File: src/rtl/load_store_unit.sv
// Load/store unit between the MEM stage and an 8-byte-wide Data_Memory.
// Loads are extended, sub-doubleword stores go through read-modify-write, bad requests fault without touching memory.
module load_store_unit #(
  parameter int MEM_BYTES   = 64,
  parameter bit CHECK_ALIGN = 1
) (
  input  logic        clk,
  input  logic        reset_n,
  input  logic        req_valid,
  output logic        req_ready,
  input  logic        req_write,
  input  logic [2:0]  req_funct3,
  input  logic [63:0] req_addr,
  input  logic [63:0] req_wdata,
  output logic        resp_valid,
  output logic [63:0] resp_rdata,
  output logic        resp_fault,
  output logic [63:0] Mem_Addr,
  output logic [63:0] Write_Data,
  output logic        MemWrite,
  output logic        MemRead,
  input  logic [63:0] Read_Data
);

  typedef enum logic [2:0] {IDLE, READ, EXTRACT, MERGE, WRITE} state_t;

  typedef struct packed {
    logic        write;
    logic [2:0]  funct3;
    logic [63:0] addr;
    logic [63:0] wdata;
  } req_t;

  state_t      state, state_n;
  req_t        lat;
  logic        accept, fault;
  logic [3:0]  req_bytes;
  logic [64:0] req_end;
  logic        misalign;
  logic [7:0]  byte_en;
  logic [63:0] data_mask;
  logic [63:0] load_ext;
  logic        sx;

  // Request decode: the end address is formed in 65 bits so a huge address cannot wrap into range.
  assign accept    = req_valid && req_ready;
  assign req_bytes = 4'd1 << req_funct3[1:0];
  assign req_end   = {1'b0, req_addr} + 65'(req_bytes);
  assign misalign  = (req_addr[2:0] & (req_bytes[2:0] - 3'd1)) != 3'd0;
  assign fault     = (req_funct3 == 3'b111) || (req_write && req_funct3[2]) ||
                     (req_end > 65'(MEM_BYTES)) || (CHECK_ALIGN && misalign);

  always_comb begin
    case (lat.funct3[1:0])
      2'd0:    byte_en = 8'h01;
      2'd1:    byte_en = 8'h03;
      2'd2:    byte_en = 8'h0F;
      default: byte_en = 8'hFF;
    endcase
  end

  for (genvar i = 0; i < 8; i++) begin : g_mask
    assign data_mask[8*i +: 8] = {8{byte_en[i]}};
  end

  assign sx = ~lat.funct3[2];

  always_comb begin
    case (lat.funct3[1:0])
      2'd0:    load_ext = {{56{sx & Read_Data[7]}},  Read_Data[7:0]};
      2'd1:    load_ext = {{48{sx & Read_Data[15]}}, Read_Data[15:0]};
      2'd2:    load_ext = {{32{sx & Read_Data[31]}}, Read_Data[31:0]};
      default: load_ext = Read_Data;
    endcase
  end

  always_comb begin
    state_n = state;
    case (state)
      IDLE:    if (accept && !fault)
                 state_n = (req_write && req_funct3[1:0] == 2'd3) ? WRITE : READ;
      READ:    state_n = lat.write ? MERGE : EXTRACT;
      EXTRACT: state_n = IDLE;
      MERGE:   state_n = IDLE;
      WRITE:   state_n = IDLE;
      default: state_n = IDLE;
    endcase
  end

  // Memory strobes come from registered state only, so an async reset kills them at once.
  always_comb begin
    req_ready  = (state == IDLE);
    MemRead    = (state == READ);
    MemWrite   = (state == MERGE) || (state == WRITE);
    Mem_Addr   = (state == IDLE) ? 64'd0 : lat.addr;
    Write_Data = 64'd0;
    if (state == MERGE) Write_Data = (Read_Data & ~data_mask) | (lat.wdata & data_mask);
    if (state == WRITE) Write_Data = lat.wdata;
  end

  always_ff @(posedge clk or negedge reset_n) begin
    if (!reset_n) begin
      state      <= IDLE;
      lat        <= '0;
      resp_valid <= 1'b0;
      resp_fault <= 1'b0;
      resp_rdata <= 64'd0;
    end else begin
      state      <= state_n;
      resp_valid <= 1'b0;
      resp_fault <= 1'b0;
      resp_rdata <= 64'd0;
      case (state)
        IDLE: if (accept) begin
          if (fault) begin
            resp_valid <= 1'b1;
            resp_fault <= 1'b1;
          end else begin
            lat <= '{write: req_write, funct3: req_funct3, addr: req_addr, wdata: req_wdata};
          end
        end
        EXTRACT: begin
          resp_valid <= 1'b1;
          resp_rdata <= load_ext;
        end
        MERGE, WRITE: resp_valid <= 1'b1;
        default: ;
      endcase
    end
  end

endmodule

File: config.mk
export PLATFORM = sky130hd
export DESIGN_NAME = load_store_unit
export DESIGN_NICKNAME = d
export VERILOG_FILES = /design/src/rtl/load_store_unit.sv
export SDC_FILE = /design/constraint.sdc
export NUM_CORES = 1
export LEC_CHECK = 0
export ABC_AREA = 1
export CAP_MARGIN = 10
export CORE_MARGIN = 2
export CORE_UTILIZATION = 43
export CTS_BUF_LIST = sky130_fd_sc_hd__clkbuf_8
export CTS_CLUSTER_DIAMETER = 40
export DETAILED_ROUTE_END_ITERATION = 7
export GPL_ROUTABILITY_DRIVEN = 0
export PLACE_DENSITY = 0.79
export SLEW_MARGIN = 20
export SYNTH_ARGS = -nofsm -noshare
export SYNTH_HDL_FRONTEND = slang
export SYNTH_SLANG_ARGS = --single-unit
export TNS_END_PERCENT = 5
File: constraint.sdc
create_clock -name clk -period 2.2 [get_ports clk]
set_input_delay 0.44 -clock clk [delete_from_list [all_inputs] [get_ports clk]]
set_output_delay 0.44 -clock clk [all_outputs]
set_load 0.05 [all_outputs]
==> reports/qor.csv, run 1 <==
stage;metric;value;unit
grt;grtUsageTotal;32.9;%
logic_synthesis;synthCells;1759;
floorplan;initial_core_util;43.8;%
timing;finalMaxSlewViolations;0;
clock_tree;clock-root-buffer;clkbuf_8;
route;drtPass1Iterations;5;
timing;fin_crit_sh;126;%
setup_path;critPathKind;input port to register;
outcome;status;complete, but fails checks;
outcome;violations;setup timing;
route;drt-initial-drc-count;1520;
placement;placement.io_buffers;395;
floorplan;fp.dieH;170;um
setup_path;r2r-start;lat[129]$_DFFE_PN0P_;
placement;place_inst;2631;
grt;grt_antenna_before_repair;4;
route;wl;51.0;mm
route;vias;14700;
setup_path;cp-startpoint;req_addr[12];
setup_path;crit_arrival;3.25;ns
floorplan;placementRows;60;
setup_path;end_kind;register;
setup_path;critPathMaxFanout;12;
worst_hold_path;hold_path_class;input port to register;
timing;relSlewSlack;56.9;%
logic_synthesis;synth_ff_type;dfrtp_1;
timing;hold_slack;0.337;ns
placement;dp_hpwl;35.5;mm
pwr;ir_worst_vdd;0.252;mV
final_layout;drive_gt1_share;32.8;%
clock_tree;insertion_delay;0.54;ns
pwr;p_per_area;402;nW/um^2
timing;fmax;361;MHz
clock_tree;htree_levels;2;
setup_path;critPathLaunchType;input port;
clock_tree;cts_tree;yes;
logic_synthesis;syn-num-nets;1964;
route;drc_errors;0;
grt;grt_max_degree;72;
floorplan;die_area;28900;um^2
timing;grt_setup_unrepaired;true;
clock_tree;clk_path_buf_depth;3;
grt;use_met3;6.53;%
timing;fin_skew;0.0357;ns
logic_synthesis;synth_top_cell_by_area;dfrtp_1;
timing;hold_violations;0;
final_layout;nets;2566;
clock_tree;cts.clk_slew.worst_paths;0.07;ns
setup_path;rrSetupSlack;0.27;ns
route;wl_per_cell;18.7;um
logic_synthesis;synth_area_per_cell;6.73;um^2
floorplan;coreArea;27000;um^2
grt;grt.busiest_layer;met2;
setup_path;r2r-end;resp_rdata[35]$_DFF_PN0_;
setup_path;endpoint;lat[37]$_DFFE_PN0P_;
final_layout;seqCellArea;5030;um^2
grt;grt_util_met1;39.1;%
flow_run;max_cap_viol_count;0;
final_layout;final_util;74.6;%
placement;post-place-ws;-1.54;ns
pwr;total_power;8.10;mW
logic_synthesis;async_reset_ff_share;100;%
timing;period_needed;2.77;ns
grt;overflow;0;
grt;grt_pass1_wl;74.2;mm
pwr;p_leak;9.95;nW
setup_path;r2r_cells;10;
logic_synthesis;synth_seq_cells;201;
logic_synthesis;synth_top_area_share;42.5;%
setup_path;cp.required;2.68;ns
logic_synthesis;synth_edf_count;0;
final_layout;area_delta_synth_final;70.4;%
grt;grt_pass1_vias;14000;
clock_tree;clkSinkCount;201;
logic_synthesis;yosysSeqAreaShare;42.5;%
logic_synthesis;synth_warnings;0;
timing;setup_viol;208;
logic_synthesis;synth_area;11800;um^2
clock_tree;cts_buffers;34;
grt;grt_use_met2;55.9;%
route;ant_nets;0;
route;via_per_inst;5.39;
floorplan;io_pins;396;
logic_synthesis;ys_types;34;
floorplan;die_x;170;um
timing;setup_ws;-0.572;ns
final_layout;fillers;1762;
final_layout;multiInputGateArea;6230;um^2
logic_synthesis;synth_area_leaders;dfrtp_1 42%, nand2_1 16%, inv_1 8.8%;
final_layout;stdcell_count;2727;
timing;max_slew.worst_pin.slew;0.647;ns
## where the power goes
group | internal (mW) | total, mW | leakage, nW | switching, mW
Combinational | 0.585 | 1.17 | 6.77 | 0.581
Sequential | 3.70 | 3.70 | 2.80 | 0.000478
Clock | 1.69 | 3.24 | 0.382 | 1.54
## stage by stage
stage / setup TNS [ns] / instance area [um^2]
global route: -107.96 / 20200
global placement: -191.02 / 17700
floorplan: -80.19 / 11900
CTS: -64.20 / 19400
detailed placement: -202.88 / 17700
finish: -79.22 / 20200
## state kept, by name, indices dropped and copies added, names as in the netlist
name,flops
resp_valid,1
state,3
resp_rdata,64
lat,132
resp_fault,1
## synth_stat cells (2+ instances only)
| library cell | number |
|---|---|
| nand3_2 | 2 |
| or2_2 | 15 |
| clkinv_1 | 5 |
| xor2_1 | 4 |
| o22ai_1 | 31 |
| dfrtp_1 | 201 |
| buf_4 | 5 |
| nand2_2 | 7 |
| buf_2 | 9 |
| and2_1 | 3 |
| a21oi_1 | 63 |
| nand3b_1 | 12 |
| buf_6 | 7 |
| nor3_1 | 11 |
| ha_1 | 5 |
| nand2_1 | 513 |
| inv_1 | 278 |
| nor2_2 | 16 |
| nand3_1 | 62 |
| xnor2_1 | 4 |
| nand4_1 | 93 |
| inv_2 | 58 |
| nor2_4 | 3 |
| nor2_1 | 236 |
| o21ai_1 | 12 |
| clkbuf_1 | 48 |
| o21ai_0 | 49 |
## what timing repair did
item | CTS | global route
setup buffers | 17 | 8
setup endpoints to repair | 261 | 265
pin swaps | 37 | 57
cloned | 8 | 3
resized for setup | 247 | 227
hold buffers | 1 | 0
endpoints found under the hold margin | 64 | 0
## critical path, stage by stage
cell and delay (ns):
clkdlybuf4s50_1 0.47, buf_4 0.13, nand2_2 0.06, nor2_2 0.14
nand2_2 0.11, a21oi_4 0.19, buf_4 0.15, buf_6 0.09
nand3b_1 0.10, nand2_1 0.08, nand3_1 0.09, nor2_2 0.15
nand3_2 0.12, inv_2 0.07, nand2_2 0.07, nor2_4 0.24
buf_12 0.16, clkbuf_16 0.16, nand4_1 0.11, nand2_1 0.10
## how the worst min path moves through the flow
stage	startpoint	end	slack, ns	depth (start not counted)
6_report	req_funct3[1]	lat[129]$_DFFE_PN0P_	0.34	4
2_1_floorplan	reset_n	lat[0]$_DFFE_PN0P_	0.14	0
4_1_cts	req_funct3[1]	lat[129]$_DFFE_PN0P_	0.31	4
5_1_grt	req_funct3[1]	lat[129]$_DFFE_PN0P_	0.35	4
3_5_place_dp	lat[71]$_DFFE_PN0P_	lat[71]$_DFFE_PN0P_	0.45	2
3_3_place_gp	lat[127]$_DFFE_PN0P_	lat[127]$_DFFE_PN0P_	0.45	2
## logic make-up after synthesis
kind of cell / synth area share, %
xor+xnor: 0.592
compound gates: 7.28
fa+ha+maj: 0.698
buf+inv: 13.7
flops: 42.5
simple gates: 35.2
## cell usage in the layout, fill, tap and decap left out, types with 6 or more instances in the layout
cell and count:
nand3b_1 12, clkbuf_8 42, dfrtp_1 200, nand3_2 6, nor2_4 31, inv_2 63
o22ai_2 15, o22ai_1 16, or2_2 15, nand2_1 411, o21ai_0 28, nor3_1 11
o21ai_2 21, nor2_1 144, inv_1 286, buf_16 7, a21oi_1 60, nand4_1 93
buf_4 232, buf_6 77, nand2_2 96, buf_12 49, dlygate4sd2_1 31, nand2_4 11
dlymetal6s2s_1 9, o21ai_1 12, clkdlybuf4s50_1 218, nand3_1 54, nor2_2 80
## metal layers
| layer | part of all wire (%) | up-vias |
|---|---|---|
| met4 | 6.5 | 4 |
| met3 | 8.6 | 257 |
| li1 | - | 6622 |
| met2 | 48 | 935 |
| met1 | 36 | 6891 |
| met5 | 0.043 | - |
## area by class of cell
class	count	share of cell area (%)
repair buffers	635	32.4
flip-flops and latches	201	24.9
clock buffers	41	2.80
clock inverters	18	0.410
multi-input cells	1148	30.9
inverters	341	6.40
well taps	341	2.12
diodes	2	0.0248
No activity file was read; power rests on OpenSTA's default activity.
==> run 2: changes to the inputs <==
--- a/config.mk
+++ b/config.mk
@@ -11,6 +11,7 @@
 export CORE_UTILIZATION = 43
 export CTS_BUF_LIST = sky130_fd_sc_hd__clkbuf_8
 export CTS_CLUSTER_DIAMETER = 40
+export CTS_CLUSTER_SIZE = 10
 export DETAILED_ROUTE_END_ITERATION = 7
 export GPL_ROUTABILITY_DRIVEN = 0
 export PLACE_DENSITY = 0.79
==> run 2 against run 1 <==
Effect of this change:
- combinational power is essentially flat
- sequential cell count unchanged
- clock power fell by 13%
- via count is 1.5% lower
- cell count shrank 0.92%
- utilization shrank 1.5 points
- largest cell class unchanged
- power fell by 5.2%
- worst setup slack improved by 0.041 ns
- hold slack worse by 0.041 ns
- the flow still finishes with violations (setup timing)
==> reports/qor.csv, run 2 (same netlist as run 1, synthesis figures left out) <==
stage;metric;value;unit
flow_run;max_cap_viol_count;0;
grt;overflow;0;
clock_tree;htree_levels;1;
timing;fin_crit_sh;124;%
timing;hold_slack;0.295;ns
route;drc_errors;0;
final_layout;multiInputGateArea;6000;um^2
outcome;violations;setup timing;
grt;grt_antenna_before_repair;2;
route;drt-initial-drc-count;1374;
floorplan;die_x;170;um
timing;grt_setup_unrepaired;true;
grt;grt_pass1_vias;13600;
floorplan;io_pins;396;
route;wl_per_cell;18.6;um
timing;relSlewSlack;56.7;%
timing;setup_ws;-0.531;ns
setup_path;critPathBufInv;5;
setup_path;crit_arrival;3.21;ns
pwr;p_switching;2.00;mW
pwr;p_per_area;388;nW/um^2
pwr;total_power;7.68;mW
floorplan;initial_core_util;43.8;%
final_layout;top_register;lat;
timing;hold_violations;0;
setup_path;slowest_delay;0.31;ns
clock_tree;clock-root-buffer;clkbuf_8;
setup_path;cp_slowest_cell;ha_4;
pwr;power_frac_clock;36.6;%
floorplan;fp.dieH;170;um
route;vias;14500;
floorplan;die_area;28900;um^2
final_layout;area_delta_synth_final;67.0;%
final_layout;seqCellArea;5030;um^2
timing;fin_skew;0.0156;ns
placement;placement.io_buffers;395;
worst_hold_path;hold_path_class;input port to register;
timing;finalMaxSlewViolations;0;
setup_path;cp_top_family;simple AND/OR/NAND/NOR gates;
grt;grt_pass1_wl;71.0;mm
final_layout;largest_registers;lat (132), resp_rdata (64), state (3);
final_layout;final_cell_mix;467 x nand2_1, 276 x inv_1, 235 x buf_4;
final_layout;nets;2552;
setup_path;end_kind;register;
setup_path;crit_chain;dlygate4sd2_1 > ha_4 > nand2_2 > nand2_4 > nand2_4 > nor2_2 > nand2_2 > nor2_1 > nor2_1 > nor2_1 > nand2_1 > nor2_1 > nand3_2 > buf_6 > inv_2 > nand2_2 > nor2_4 > buf_12 > clkbuf_16 > nand4_1 > nand2_1;
placement;post-place-ws;-1.54;ns
final_layout;fillers;1873;
setup_path;crit_top_cell;nor2_1;
grt;grtUsageTotal;31.3;%
final_layout;drive_gt1_share;29.1;%
final_layout;stdcell_count;2702;
pwr;combPwrFrac;15.3;%
pwr;intPower;5.68;mW
route;via_per_inst;5.36;
placement;dp_hpwl;35.5;mm
grt;grt_max_degree;72;
clock_tree;cts_buffers;27;
setup_path;critPathMaxFanout;12;
clock_tree;cts_tree;yes;
clock_tree;clk_path_buf_depth;3;
floorplan;placementRows;60;
final_layout;largest_reg_flops;132;
setup_path;critPathKind;input port to register;
timing;max_slew.worst_pin.slew;0.649;ns
setup_path;cp.required;2.68;ns
setup_path;critPathLaunchType;input port;
clock_tree;insertion_delay;0.55;ns
route;ant_nets;0;
pwr;p_leak;10.1;nW
pwr;switching_share;26.0;%
final_layout;final_util;73.1;%
placement;place_inst;2631;
route;wl;50.2;mm
clock_tree;clkSinkCount;201;
route;drtPass1Iterations;6;
timing;fmax;366;MHz
pwr;ir_worst_vdd;0.336;mV
timing;period_needed;2.73;ns
timing;setup_viol;262;
outcome;status;complete, but fails checks;
clock_tree;cts.clk_slew.worst_paths;0.07;ns
pwr;p_seq_share;48.1;%
final_layout;final_common_cell;nand2_1;
floorplan;coreArea;27000;um^2
## run 2: cell types whose count changed in the layout (fill, tap and decap cells not counted), sizes merged, moves of 8 or more
cell	before	now
buf	371	361
clkbuf	46	38
clkdlybuf4s50	218	209
dlygate4sd2	31	19
dlymetal6s2s	9	30
inv	353	343
## run 2: worst paths after layout
| check | start | cells after the start | slack, ns | endpoint |
|---|---|---|---|---|
| setup / recovery | req_addr[2] | 21 | -0.53 | lat[41]$_DFFE_PN0P_ |
| setup reg to reg | lat[129]$_DFFE_PN0P_ | 10 | 0.19 | resp_rdata[60]$_DFF_PN0_ |
| hold / removal | req_funct3[1] | 4 | 0.30 | lat[129]$_DFFE_PN0P_ |
| min in group asynchronous | reset_n | 2 | 0.51 | resp_rdata[23]$_DFF_PN0_ |
| max in group asynchronous | reset_n | 3 | 0.93 | lat[75]$_DFFE_PN0P_ |
| hold reg to reg | lat[71]$_DFFE_PN0P_ | 2 | 0.47 | lat[71]$_DFFE_PN0P_ |
## run 2: power groups by stage
stage	clock network [mW]	registers [mW]	logic (mW)
6_report	2.81	3.70	1.17
5_1_grt	2.98	3.69	1.25
4_1_cts	2.81	3.70	1.10
3_5_place_dp	0	3.77	1.08
3_3_place_gp	0	3.77	1.06
2_1_floorplan	0	3.77	0.277
## run 2: final cells by class
class                   instances  share of cell area, %
well taps                     341                   2.16
flip-flops and latches        201                   25.5
repair buffers                628                   32.9
clock buffers                  31                   2.16
clock inverters                 9                  0.380
inverters                     341                   6.52
multi-input cells            1148                   30.4
diodes                          3                 0.0380
## run 2: metrics by stage
stage	TNS, ns	cell area [um^2]
4_1_cts	-74.70	18900
3_3_place_gp	-191.02	17700
6_report	-77.57	19800
5_1_grt	-112.18	19800
2_1_floorplan	-80.19	11900
3_5_place_dp	-202.88	17700
## run 2: routing by layer
layer / vias to the layer above / part of all wire, % / track usage, %
met3: 208 / 9.2 / 5.07
met4: 0 / 5.7 / 15.3
met5: - / 0 / 0
met1: 6750 / 36 / 38.3
met2: 933 / 49 / 53.8
li1: 6591 / - / -
## run 2: what timing repair did
item / in CTS / in global routing
pin swaps: 28 / 52
endpoints found under the hold margin: 64 / 0
endpoints found under the setup margin: 268 / 268
gates cloned: 3 / 8
hold buffers: 1 / 0
setup buffers: 11 / 6
gates resized for setup: 186 / 198
## run 2: worst register-to-register path, stage by stage, from the launching register on
cell and delay, ns:
dfrtp_2 0.46, nor2_2 0.14, clkinv_1 0.13, buf_4 0.19
nor3_1 0.15, clkinv_1 0.12, nand2_1 0.13, buf_12 0.16
o21ai_2 0.08, buf_12 0.18, a21oi_1 0.18
